--- src/rtl/move_cmd_gen.sv ---
// move_cmd_gen: turns a move command plus the heading stream into moving/err_vld/error/frwrd
// for the PID. Define MOVE_CMD_FAST_SIM_EN for coarse ramp steps in full-chip sims.
module move_cmd_gen #(
  parameter logic [11:0] ERR_TOL   = 12'h030,
  parameter logic [9:0]  FRWRD_INC = 10'h010,
  parameter logic [9:0]  FRWRD_MAX = 10'h300
) (
  input  logic        clk,
  input  logic        rst,
  input  logic [15:0] cmd,
  input  logic        cmd_rdy,
  output logic        clr_cmd_rdy,
  output logic        send_resp,
  input  logic [11:0] heading,
  input  logic        heading_rdy,
  input  logic        cntrIR,
  output logic        moving,
  output logic        err_vld,
  output logic [11:0] error,
  output logic [9:0]  frwrd
);

  // Command handshake: cmd is valid while cmd_rdy is high and stays valid until the
  // consumer pulses clr_cmd_rdy. A command is taken only in IDLE; clr_cmd_rdy pulses the
  // cycle after it is taken, and that cycle is masked so a still-high cmd_rdy is not
  // taken twice. send_resp pulses once when the command's work is complete.

  localparam logic [1:0] IDLE      = 2'd0;
  localparam logic [1:0] HEADING   = 2'd1;
  localparam logic [1:0] RAMP_UP   = 2'd2;
  localparam logic [1:0] RAMP_DOWN = 2'd3;

  localparam logic [3:0] OP_MOVE = 4'h2;

`ifdef MOVE_CMD_FAST_SIM_EN
  localparam logic [9:0] STEP_UP = FRWRD_INC << 3;
  localparam logic [9:0] STEP_DN = FRWRD_INC << 4;
`else
  localparam logic [9:0] STEP_UP = FRWRD_INC;
  localparam logic [9:0] STEP_DN = FRWRD_INC << 1;
`endif

  logic [1:0]  state;
  logic [11:0] cmd_q;
  logic [4:0]  line_cnt;
  logic        cntr_q;

  logic [11:0] desired_hdg;
  logic [11:0] err_comb;
  logic [11:0] err_abs;
  logic        aligned;
  logic        cntr_rise;
  logic        cmd_take;
  logic [4:0]  line_target;
  logic [10:0] ramp_sum;
  logic [9:0]  frwrd_up;
  logic [9:0]  frwrd_dn;

  // Heading code 0 means "due north" exactly; otherwise point at the top of the code's bin.
  assign desired_hdg = (cmd_q[11:4] != 8'h00) ? {cmd_q[11:4], 4'hF} : 12'h000;
  assign err_comb    = heading - desired_hdg;
  assign err_abs     = err_comb[11] ? (12'h000 - err_comb) : err_comb;
  assign aligned     = (err_abs < ERR_TOL);

  assign cntr_rise   = cntrIR & ~cntr_q;
  assign cmd_take    = cmd_rdy & ~clr_cmd_rdy;
  assign line_target = {cmd_q[3:0], 1'b0};

  assign ramp_sum = {1'b0, frwrd} + {1'b0, STEP_UP};
  assign frwrd_up = (ramp_sum > {1'b0, FRWRD_MAX}) ? FRWRD_MAX : ramp_sum[9:0];
  assign frwrd_dn = (frwrd > STEP_DN) ? (frwrd - STEP_DN) : 10'd0;

  assign moving = (state != IDLE);

  always_ff @(posedge clk or posedge rst) begin
    if (rst) begin
      state       <= IDLE;
      cmd_q       <= 12'h000;
      line_cnt    <= 5'd0;
      cntr_q      <= 1'b0;
      frwrd       <= 10'd0;
      error       <= 12'h000;
      err_vld     <= 1'b0;
      clr_cmd_rdy <= 1'b0;
      send_resp   <= 1'b0;
    end else begin
      clr_cmd_rdy <= 1'b0;
      send_resp   <= 1'b0;
      err_vld     <= heading_rdy;
      cntr_q      <= cntrIR;
      // The PID always sees live error, whatever the sequencer is doing.
      if (heading_rdy) begin
        error <= err_comb;
      end

      case (state)
        IDLE: begin
          frwrd <= 10'd0;
          if (cmd_take) begin
            cmd_q       <= cmd[11:0];
            clr_cmd_rdy <= 1'b1;
            if (cmd[15:12] == OP_MOVE) begin
              state <= HEADING;
            end else begin
              send_resp <= 1'b1;
            end
          end
        end

        HEADING: begin
          if (heading_rdy && aligned) begin
            state <= RAMP_UP;
          end
        end

        RAMP_UP: begin
          // Reaching the target takes priority, so zero squares leaves frwrd untouched.
          if (line_cnt == line_target) begin
            state <= RAMP_DOWN;
          end else begin
            if (heading_rdy) begin
              frwrd <= frwrd_up;
            end
            if (cntr_rise) begin
              line_cnt <= line_cnt + 5'd1;
            end
          end
        end

        RAMP_DOWN: begin
          if (frwrd == 10'd0) begin
            send_resp <= 1'b1;
            line_cnt  <= 5'd0;
            state     <= IDLE;
          end else if (heading_rdy) begin
            frwrd <= frwrd_dn;
          end
        end

        default: begin
          state <= IDLE;
        end
      endcase
    end
  end

endmodule

--- config.mk ---
export PLATFORM = sky130hd
export DESIGN_NAME = move_cmd_gen
export DESIGN_NICKNAME = d
export VERILOG_FILES = /design/src/rtl/move_cmd_gen.sv
export SDC_FILE = /design/constraint.sdc
export NUM_CORES = 1
export LEC_CHECK = 0
export ABC_AREA = 1
export BUFFER_PORTS_ARGS = -buffer_cell sky130_fd_sc_hd__buf_2
export CAP_MARGIN = 20
export CELL_PAD_IN_SITES_DETAIL_PLACEMENT = 0
export CELL_PAD_IN_SITES_GLOBAL_PLACEMENT = 1
export CORE_MARGIN = 10
export CORE_UTILIZATION = 36
export CTS_CLUSTER_DIAMETER = 80
export DETAILED_ROUTE_END_ITERATION = 10
export PLACE_DENSITY = 0.85
export SLEW_MARGIN = 20
export SYNTH_ARGS = -nofsm -noshare
export SYNTH_HDL_FRONTEND = slang
export SYNTH_SLANG_ARGS = --single-unit
--- constraint.sdc ---
create_clock -name clk -period 2.49 [get_ports clk]
set_clock_uncertainty 0.1 [all_clocks]
set_input_delay 0.498 -clock clk [delete_from_list [all_inputs] [get_ports clk]]
set_output_delay 0.498 -clock clk [all_outputs]
set_load 0.02 [all_outputs]
==> flow_summary_export.csv, run 1 <==
group,metric,value,unit
timing,setup_viol,2,
cts,path_clk_slew,80,ps
logic_synthesis,synth_cell_types,30,
worst_hold_path,hold_path.class,"in -> async",
timing,rsz0062_at_grt,"true",
cts,cts-hold-fix-buffers,0,
global_route,grt_pass1_wl,12.7,mm
layout,utilization,0.479,
cts,tritoncts,"yes",
route,viasPerCell,4.62,
floorplan,die_h,110,um
logic_synthesis,yosys_warnings,0,
place,post-place-ws,-299,ps
layout,fin_cells,598,
floorplan,die-area,0.0122,mm2
power_and_ir_drop,internal-power,2.44,mW
global_route,grt.total_usage,0.121,
worst_setup_path,crit_arrival,2720,ps
cts,cts_sinks,41,
worst_setup_path,crit_path_end_kind,"register",
route,drtAntennaViolNets,0,
logic_synthesis,avgSynthCellArea,7.18,um2
timing,slew_headroom,0.653,
place,io_buffer_count,54,
power_and_ir_drop,seqPwrFrac,0.257,
timing,period_share,1.06,
power_and_ir_drop,switchingPower,2.14,mW
place,placedCellCount,583,
floorplan,start_util,0.375,
route,first_iter_violations,96,
logic_synthesis,yosysSeqAreaShare,0.348,
worst_setup_path,crit_path_max_fanout,4,
logic_synthesis,syn_area,0.00294,mm2
route,drc_errors,0,
power_and_ir_drop,sw_frac_of_total,0.468,
place,hpwl,5.82,mm
timing,max_freq,380,MHz
layout,drive_gt1_frac,0.284,
power_and_ir_drop,power.share.combinational,0.619,
place,place.gp.congestion,0.862,
timing,period_needed,2630,ps
floorplan,core,0.00785,mm2
route,vias,2765,
global_route,first_global_vias,2759,
timing,setup_ws,-140,ps
layout,n_antenna_cell,0,
floorplan,rows,32,
worst_setup_path,path_class,"reg -> reg",
floorplan,num_io_pins,59,
power_and_ir_drop,cellLeakagePower,2.06,nW
global_route,grt_antenna_before_repair,0,
power_and_ir_drop,pwr-share-clk,0.124,
cts,numCtsBuffers,5,
worst_setup_path,worstSetupStartpointType,"register",
run_status,violations,"negative setup slack",
timing,slew_viol_final,0,
run_status,status,"finished, violations left",
layout,area_growth,27.8,%
layout,fillers,819,
job,maxCapViolCount,0,
route,routed_wl,7.38,mm
power_and_ir_drop,power.density,1220,mW/mm2
cts,cts_root_buf,"clkbuf_8",
timing,hold_violations,0,
cts,clk-insertion-delay-late,300,ps
logic_synthesis,ys_ff_latch,41,
route,drt-wirelength-per-cell,12.3,um
route,firstDrtPassIters,4,
timing,tightestPinTransition,521,ps
cts,h-tree-depth,2,
worst_setup_path,worstPathRequired,2580,ps
power_and_ir_drop,peakVddDrop,0.000399,V
floorplan,die_x,110,um
cts,max-clock-path-buffers,2,
global_route,overflow,0,
logic_synthesis,synthCells,410,
layout,nNetsFinal,552,
global_route,grt_max_degree,42,
-- flip-flops by register name (all words and copies together), names as in the netlist --
register	cells
err_vld	1
cmd_q	12
cntr_q	1
frwrd	6
clr_cmd_rdy	1
send_resp	1
error	12
line_cnt	5
state	2
-- cells in the mapped netlist --
cell / n / area, um2
xnor2_1: 4 / 35.0
nand3_1: 26 / 130
buf_4: 4 / 30.0
dfrtp_1: 41 / 1030
a21oi_2: 3 / 26.3
o22ai_1: 3 / 18.8
nor4_1: 2 / 12.5
nand3b_1: 2 / 15.0
nor2_2: 1 / 6.26
inv_2: 1 / 3.75
o21a_1: 2 / 15.0
nand2_4: 1 / 11.3
nand2_2: 4 / 25.0
nand2_1: 125 / 469
nand4_1: 10 / 62.6
a31oi_1: 4 / 25.0
clkbuf_1: 5 / 18.8
nor3b_1: 1 / 7.51
ha_1: 23 / 288
nor3_2: 2 / 20.0
a21oi_1: 10 / 50.1
inv_1: 63 / 236
xor2_1: 7 / 61.3
nand3b_2: 1 / 11.3
fa_1: 1 / 20.0
conb_1: 1 / 3.75
nor2_1: 32 / 120
nand3_2: 3 / 30.0
mux2_2: 4 / 45.0
o21ai_0: 24 / 120
-- metal layers --
layer  global-route usage  part of all wire
met5                    0                 0
met4               0.0363             0.010
met3               0.0259             0.036
met2                0.189              0.44
met1                0.161              0.51
-- path summary, 6_finish.rpt --
check	startpoint	end	slack, ps	depth (start not counted)
max in group asynchronous	rst	cmd_q[4]	1710	3
min in group clk	cntrIR	cntr_q	230	1
worst min-delay path	rst	frwrd[9]	220	3
worst min register to register	error[5]	error[5]	380	2
worst max-delay path	cmd_q[5]	state[0]	-140	20
worst max register to register	cmd_q[5]	state[0]	-140	20
-- per-stage QoR --
step / total power, mW / TNS [ps] / hold WS (ps) / area, um2
floorplan: 3.01 / 0 / 361 / 2960
global placement: 3.77 / -376 / 361 / 3480
detailed placement: 3.83 / -594 / 365 / 3480
CTS: 4.53 / -384 / 220 / 3710
global route: 5.05 / -1100 / 217 / 3760
finish: 4.58 / -273 / 217 / 3760
-- timing repair --
item,4_1_cts,5_1_grt
pin swaps,11,16
setup buffers,5,2
resized for setup,20,11
endpoints found under the setup margin,2,7
-- power by group through the flow --
stage | Sequential (mW) | Clock (mW) | Combinational, mW
CTS | 1.18 | 0.585 | 2.76
finish | 1.18 | 0.570 | 2.83
detailed placement | 1.18 | 0 | 2.65
global placement | 1.17 | 0 | 2.60
floorplan | 1.30 | 0 | 1.71
global route | 1.22 | 0.611 | 3.21
-- area by class of cell --
class                   instances  area (um2)  share of cell area
multi-input cells             299        1750               0.466
flip-flops and latches         41        1030               0.273
repair buffers                 84         499               0.133
inverters                      64         240              0.0639
well taps                     102         128              0.0339
clock buffers                   7        86.3              0.0230
clock inverters                 1        30.0             0.00798
-- critical path: stages (launching register included) --
cell and delay (ps):
dfrtp_1 390, nor4_2 260, nand4_1 180, ha_2 230, inv_2 70, fa_2 210, nand2_1 70, nand3_2 100
nand3_2 100, nand2_1 70, nand2_1 60, nand2_2 80, nand3_2 60, nor2_1 100, nand2_1 60, nand2_2 60
nand3_2 60, nand2_2 80, nand2_2 70, nand2_2 70, nand2_1 50
-- layout by cell type, fill, tap and decap left out, types with 2 or more instances in the layout --
cell / synthesis / layout
nand3b_1: 2 / 2
dfrtp_1: 41 / 41
nand2_1: 125 / 114
nand2_2: 4 / 15
clkbuf_8: 0 / 6
a21oi_1: 10 / 10
ha_1: 23 / 20
xnor2_1: 4 / 4
o21ai_0: 24 / 24
o22ai_1: 3 / 3
nand3_1: 26 / 18
conb_1: 1 / 4
a31oi_1: 4 / 4
ha_4: 0 / 2
buf_4: 4 / 29
nor3_2: 2 / 2
a21oi_2: 3 / 3
inv_2: 1 / 6
nand4_1: 10 / 10
nand3_2: 3 / 11
buf_2: 0 / 54
inv_1: 63 / 58
mux2_2: 4 / 4
o21a_1: 2 / 2
xor2_1: 7 / 6
nor2_1: 32 / 32
-- logic make-up after synthesis --
logic type               count (synthesis)  share of synthesized area
multiplexers                             4                     0.0153
flip-flops                              41                      0.348
AO/OA/AOI/OAI                           46                     0.0867
adder cells (fa/ha/maj)                 24                      0.105
buffers and inverters                   73                     0.0982
XOR/XNOR                                11                     0.0327
other                                    1                    0.00127
AND/OR/NAND/NOR                        210                      0.313
Note: power is estimated with default switching activity, not from simulation.
==> run 2, diff against run 1 <==
Settings changed: CTS_CLUSTER_SIZE set to 30, RECOVER_POWER set to 25.
==> flow_summary_export.csv, run 2 (same netlist as run 1, synthesis figures left out) <==
group,metric,value,unit
power_and_ir_drop,cellLeakagePower,2.05,nW
run_status,status,"finished, violations left",
power_and_ir_drop,power.share.combinational,0.618,
cts,cts_sinks,41,
global_route,grt-busiest-layer,"met2",
worst_setup_path,crit_arrival,2740,ps
timing,period_needed,2640,ps
power_and_ir_drop,sw_frac_of_total,0.468,
layout,fillers,821,
timing,slew_viol_final,0,
timing,period_share,1.06,
worst_setup_path,path_class,"reg -> reg",
layout,utilization,0.479,
worst_setup_path,slowest_stage,"dfrtp_1",
timing,setup_ws,-154,ps
cts,path_clk_slew,80,ps
route,firstDrtPassIters,4,
floorplan,start_util,0.375,
cts,cts_root_buf,"clkbuf_8",
place,hpwl,5.82,mm
power_and_ir_drop,peakVddDrop,0.000398,V
worst_setup_path,worstPathRequired,2580,ps
global_route,grt.total_usage,0.121,
cts,h-tree-depth,2,
global_route,grt_pass1_wl,12.7,mm
cts,numCtsBuffers,5,
cts,cts-hold-fix-buffers,0,
floorplan,die-area,0.0122,mm2
cts,max-clock-path-buffers,2,
layout,drive_gt1_frac,0.282,
place,place.gp.congestion,0.862,
global_route,overflow,0,
route,viasPerCell,4.68,
timing,hold_violations,0,
layout,final_cell_mix,"nand2_1 (114), inv_1 (58), buf_2 (53)",
power_and_ir_drop,power.density,1220,mW/mm2
timing,max_freq,378,MHz
global_route,grtUsageMet3,0.0259,
global_route,grtUsageMet2,0.189,
worst_setup_path,crit_family,"simple AND/OR/NAND/NOR gates",
run_status,violations,"negative setup slack",
place,io_buffer_count,54,
global_route,grt_max_degree,42,
worst_setup_path,cpPeakStageDelay,390,ps
job,maxCapViolCount,0,
layout,reg_top3,"cmd_q (12), error (12), frwrd (6)",
worst_setup_path,worstSetupStartpointType,"register",
timing,rsz0062_at_grt,"true",
route,vias,2797,
layout,nNetsFinal,552,
global_route,grt_antenna_before_repair,0,
floorplan,num_io_pins,59,
timing,tightestPinTransition,1000,ps
route,first_iter_violations,120,
route,routed_wl,7.38,mm
global_route,first_global_vias,2759,
power_and_ir_drop,pwr-share-clk,0.125,
floorplan,core,0.00785,mm2
worst_setup_path,crit_path_end_kind,"register",
layout,area_growth,27.6,%
timing,setup_viol,2,
floorplan,die_h,110,um
layout,final_common_cell,"nand2_1",
worst_setup_path,crit_path_max_fanout,4,
power_and_ir_drop,switchingPower,2.14,mW
power_and_ir_drop,seqPwrFrac,0.257,
cts,clk-insertion-delay-late,300,ps
global_route,met1_usage,0.161,
timing,tns,-301,ps
floorplan,die_x,110,um
worst_setup_path,cp_cell_sequence,"nor4_2 > nand4_1 > ha_2 > inv_2 > fa_2 > nand2_1 > nand3_2 > nand3_2 > nand2_1 > nand2_1 > nand2_2 > inv_2 > nor2_1 > nand2_1 > nand2_2 > nand3_2 > nand2_2 > nand2_2 > nand2_2 > nand2_1",
route,drtAntennaViolNets,0,
route,drt-wirelength-per-cell,12.3,um
floorplan,rows,32,
cts,tritoncts,"yes",
timing,slew_headroom,0.332,
route,drc_errors,0,
power_and_ir_drop,internal-power,2.43,mW
worst_setup_path,path_buf_inv,2,
layout,n_antenna_cell,0,
worst_hold_path,hold_path.class,"in -> reg",
## run 2: changes by cell type in the layout (fill, tap and decap cells not counted)
cell,before,now
clkbuf_1,1,2
buf_4,29,28
buf_2,54,53
clkbuf_2,0,1
## run 2: what timing repair did
action,CTS,global route
resized for setup,20,11
buffers inserted,5,2
endpoints found under the setup margin,2,7
pin swaps,11,16
## run 2: power by group through the flow
stage                     sequential (mW)  clock (mW)  combinational, mW
after detailed placement             1.18           0               2.65
final                                1.18       0.571               2.83
after global placement               1.17           0               2.60
after CTS                            1.18       0.585               2.76
after global routing                 1.22       0.611               3.21
after floorplan                      1.30           0               1.71
## run 2: final timing paths
path                       startpoint  endpoint  slack (ps)  depth (start not counted)
max in group asynchronous         rst  cmd_q[4]        1260                          3
setup reg to reg             cmd_q[5]  state[0]        -150                         20
hold / removal                 cntrIR    cntr_q         240                          1
hold reg to reg              error[5]  error[5]         380                          2
min in group asynchronous         rst  frwrd[8]         400                          3
setup / recovery             cmd_q[5]  state[0]        -150                         20
## run 2: area by class of cell
type | instances | area [um2] | share of cell area
tap | 102 | 128 | 0.0340
sequential | 41 | 1030 | 0.273
clock inverter | 1 | 30.0 | 0.00799
clock buffer | 7 | 86.3 | 0.0230
multi-input combinational | 299 | 1750 | 0.466
timing repair buffer | 84 | 495 | 0.132
inverter | 64 | 240 | 0.0639
## run 2: stage by stage
step	instances	worst slack, ps	area (um2)	total power, mW	hold WS, ps
2_1_floorplan	413	78.9	2960	3.01	361
3_3_place_gp	583	-188	3480	3.77	361
3_5_place_dp	583	-299	3480	3.83	365
4_1_cts	596	-196	3710	4.53	220
5_1_grt	598	-392	3760	5.05	221
6_report	598	-154	3760	4.57	238
## run 2: layer usage
metal  up-vias  part of all wire
met1      1256              0.50
met5         -                 0
met3         7             0.043
met4         0             0.012
li1       1462                 -
met2        72              0.45
==> run 3, diff against run 2 <==
Settings changed: CELL_PAD_IN_SITES_DETAIL_PLACEMENT 0 to not set, CELL_PAD_IN_SITES_GLOBAL_PLACEMENT 1 to not set, CORE_UTILIZATION 36 to 50, PLACE_DENSITY 0.85 to 0.82.
Clock period 2.49 ns to 3 ns, I/O delays scaled along.
==> flow_summary_export.csv, run 3 (same netlist as run 1, synthesis figures left out) <==
group,metric,value,unit
run_status,status,"finished, violations left",
run_status,violations,"max-capacitance violations, max-slew violations",
layout,final_common_cell,"nand2_1",
worst_hold_path,min_from,"cntrIR",
route,drt-wirelength-per-cell,12.2,um
worst_setup_path,worstSetupStartpointType,"register",
timing,whs,321,ps
power_and_ir_drop,power.density,999,mW/mm2
worst_setup_path,path_class,"reg -> reg",
timing,period_needed,2710,ps
global_route,grt_antenna_before_repair,0,
timing,max_freq,369,MHz
layout,final_cell_mix,"nand2_1 (123), inv_1 (61), buf_2 (53)",
layout,area_growth,16.1,%
timing,tightestPinTransition,2180,ps
layout,nNetsFinal,527,
cts,clk-insertion-delay-late,310,ps
global_route,overflow,0,
floorplan,core,0.00561,mm2
cts,cts_sinks,41,
timing,hold_violations,0,
power_and_ir_drop,seqPwrFrac,0.286,
route,vias,2760,
cts,h-tree-depth,2,
global_route,grt-busiest-layer,"met2",
layout,fillers,524,
timing,period_share,0.904,
route,firstDrtPassIters,4,
worst_hold_path,hold_depth,1,
worst_setup_path,reg2reg_slack,290,ps
global_route,grtUsageMet2,0.228,
route,viasPerCell,5.08,
timing,rsz0062_at_grt,"false",
global_route,grt_max_degree,42,
layout,reg_top3,"cmd_q (12), error (12), frwrd (6)",
power_and_ir_drop,pwr-share-clk,0.114,
global_route,first_global_vias,2695,
layout,n_antenna_cell,0,
route,drc_errors,0,
cts,cts-hold-fix-buffers,0,
worst_setup_path,crit_path_end_kind,"register",
global_route,grt.total_usage,0.141,
worst_setup_path,reg2reg_to,"state[0]",
worst_setup_path,r2r_cells,20,
floorplan,rows,27,
power_and_ir_drop,cellLeakagePower,1.92,nW
power_and_ir_drop,internal-power,1.73,mW
power_and_ir_drop,peakVddDrop,0.000476,V
floorplan,die_h,96.7,um
power_and_ir_drop,sw_frac_of_total,0.494,
worst_setup_path,crit_arrival,2820,ps
layout,drive_gt1_frac,0.200,
floorplan,start_util,0.525,
cts,max-clock-path-buffers,2,
worst_setup_path,reg2reg_from,"cmd_q[6]",
power_and_ir_drop,switchingPower,1.69,mW
route,first_iter_violations,153,
cts,tritoncts,"yes",
place,io_buffer_count,54,
place,hpwl,5.36,mm
cts,path_clk_slew,90,ps
route,routed_wl,6.65,mm
global_route,grt_pass1_wl,11.5,mm
power_and_ir_drop,power.share.combinational,0.600,
cts,cts_root_buf,"clkbuf_8",
cts,numCtsBuffers,5,
timing,tns,0,ps
route,drtAntennaViolNets,0,
timing,slew_headroom,-0.453,
timing,setup_viol,0,
floorplan,die-area,0.00936,mm2
worst_hold_path,holdPathEnd,"cntr_q",
place,place.gp.congestion,0.932,
worst_setup_path,worstPathRequired,3110,ps
timing,slew_viol_final,42,
worst_hold_path,hold_path.class,"in -> reg",
job,maxCapViolCount,1,
global_route,grtUsageMet3,0.0362,
worst_setup_path,crit_path_max_fanout,4,
floorplan,die_x,96.7,um
global_route,met1_usage,0.176,
floorplan,num_io_pins,59,
[run 3: stage by stage]
stage,instances,power [mW],setup slack (ps),instance area [um2],util
finish,543,3.42,287,3420,0.610
global route,543,3.78,1.97,3420,0.610
CTS,540,3.40,228,3380,0.602
detailed placement,532,3.00,226,3280,0.585
global placement,532,2.93,234,3280,0.585
floorplan,413,2.50,589,2960,-
[run 3: metal layers]
layer | share of wire | wire length [um]
met1 | 0.48 | 3190
met2 | 0.44 | 2950
met3 | 0.062 | 415
met4 | 0.015 | 100
met5 | 0 | 0
[run 3: repair_timing]
action                                  in CTS  in global routing
setup buffers                                0                  3
gates resized for setup                      0                  9
endpoints found under the setup margin       0                  2
[run 3: worst max-delay path by stage]
stage	from	endpoint	cells past startpoint
finish	cmd_q[6]	state[0]	20
global route	cmd_q[6]	state[0]	20
CTS	cmd_q[5]	state[0]	20
detailed placement	heading[0]	state[1]	19
global placement	heading[0]	state[1]	19
floorplan	cmd_q[5]	state[1]	20
[run 3: cell type report]
| type | instances | area, um2 | area share |
|---|---|---|---|
| Clock buffer | 6 | 82.6 | 0.0241 |
| Clock inverter | 2 | 13.8 | 0.00402 |
| Inverter | 64 | 240 | 0.0703 |
| Multi-Input combinational cell | 299 | 1660 | 0.487 |
| Sequential cell | 41 | 1030 | 0.300 |
| Tap cell | 72 | 90.1 | 0.0263 |
| Timing Repair Buffer | 59 | 303 | 0.0885 |
[run 3: power groups by stage]
| stage | clock network [mW] | logic [mW] | registers, mW |
|---|---|---|---|
| global route | 0.424 | 2.34 | 1.02 |
| CTS | 0.405 | 2.02 | 0.973 |
| finish | 0.389 | 2.05 | 0.979 |
| global placement | 0 | 1.96 | 0.971 |
| floorplan | 0 | 1.42 | 1.08 |
| detailed placement | 0 | 2.01 | 0.984 |
[run 3: critical path, cell delays in order, from the launching register on]
cell and delay [ps]:
dfrtp_1 390, nor4_2 260, nand4_1 190, ha_2 230, inv_2 90, fa_2 240, nand2_1 80, nand3_2 110
nand3_2 80, nand2_1 80, nand2_1 60, nand2_2 70, inv_1 60, nor2_1 130, nand2_1 80, nand2_1 70
nand3_2 60, nand2_2 80, nand2_2 50, nand2_1 60, nand2_1 50
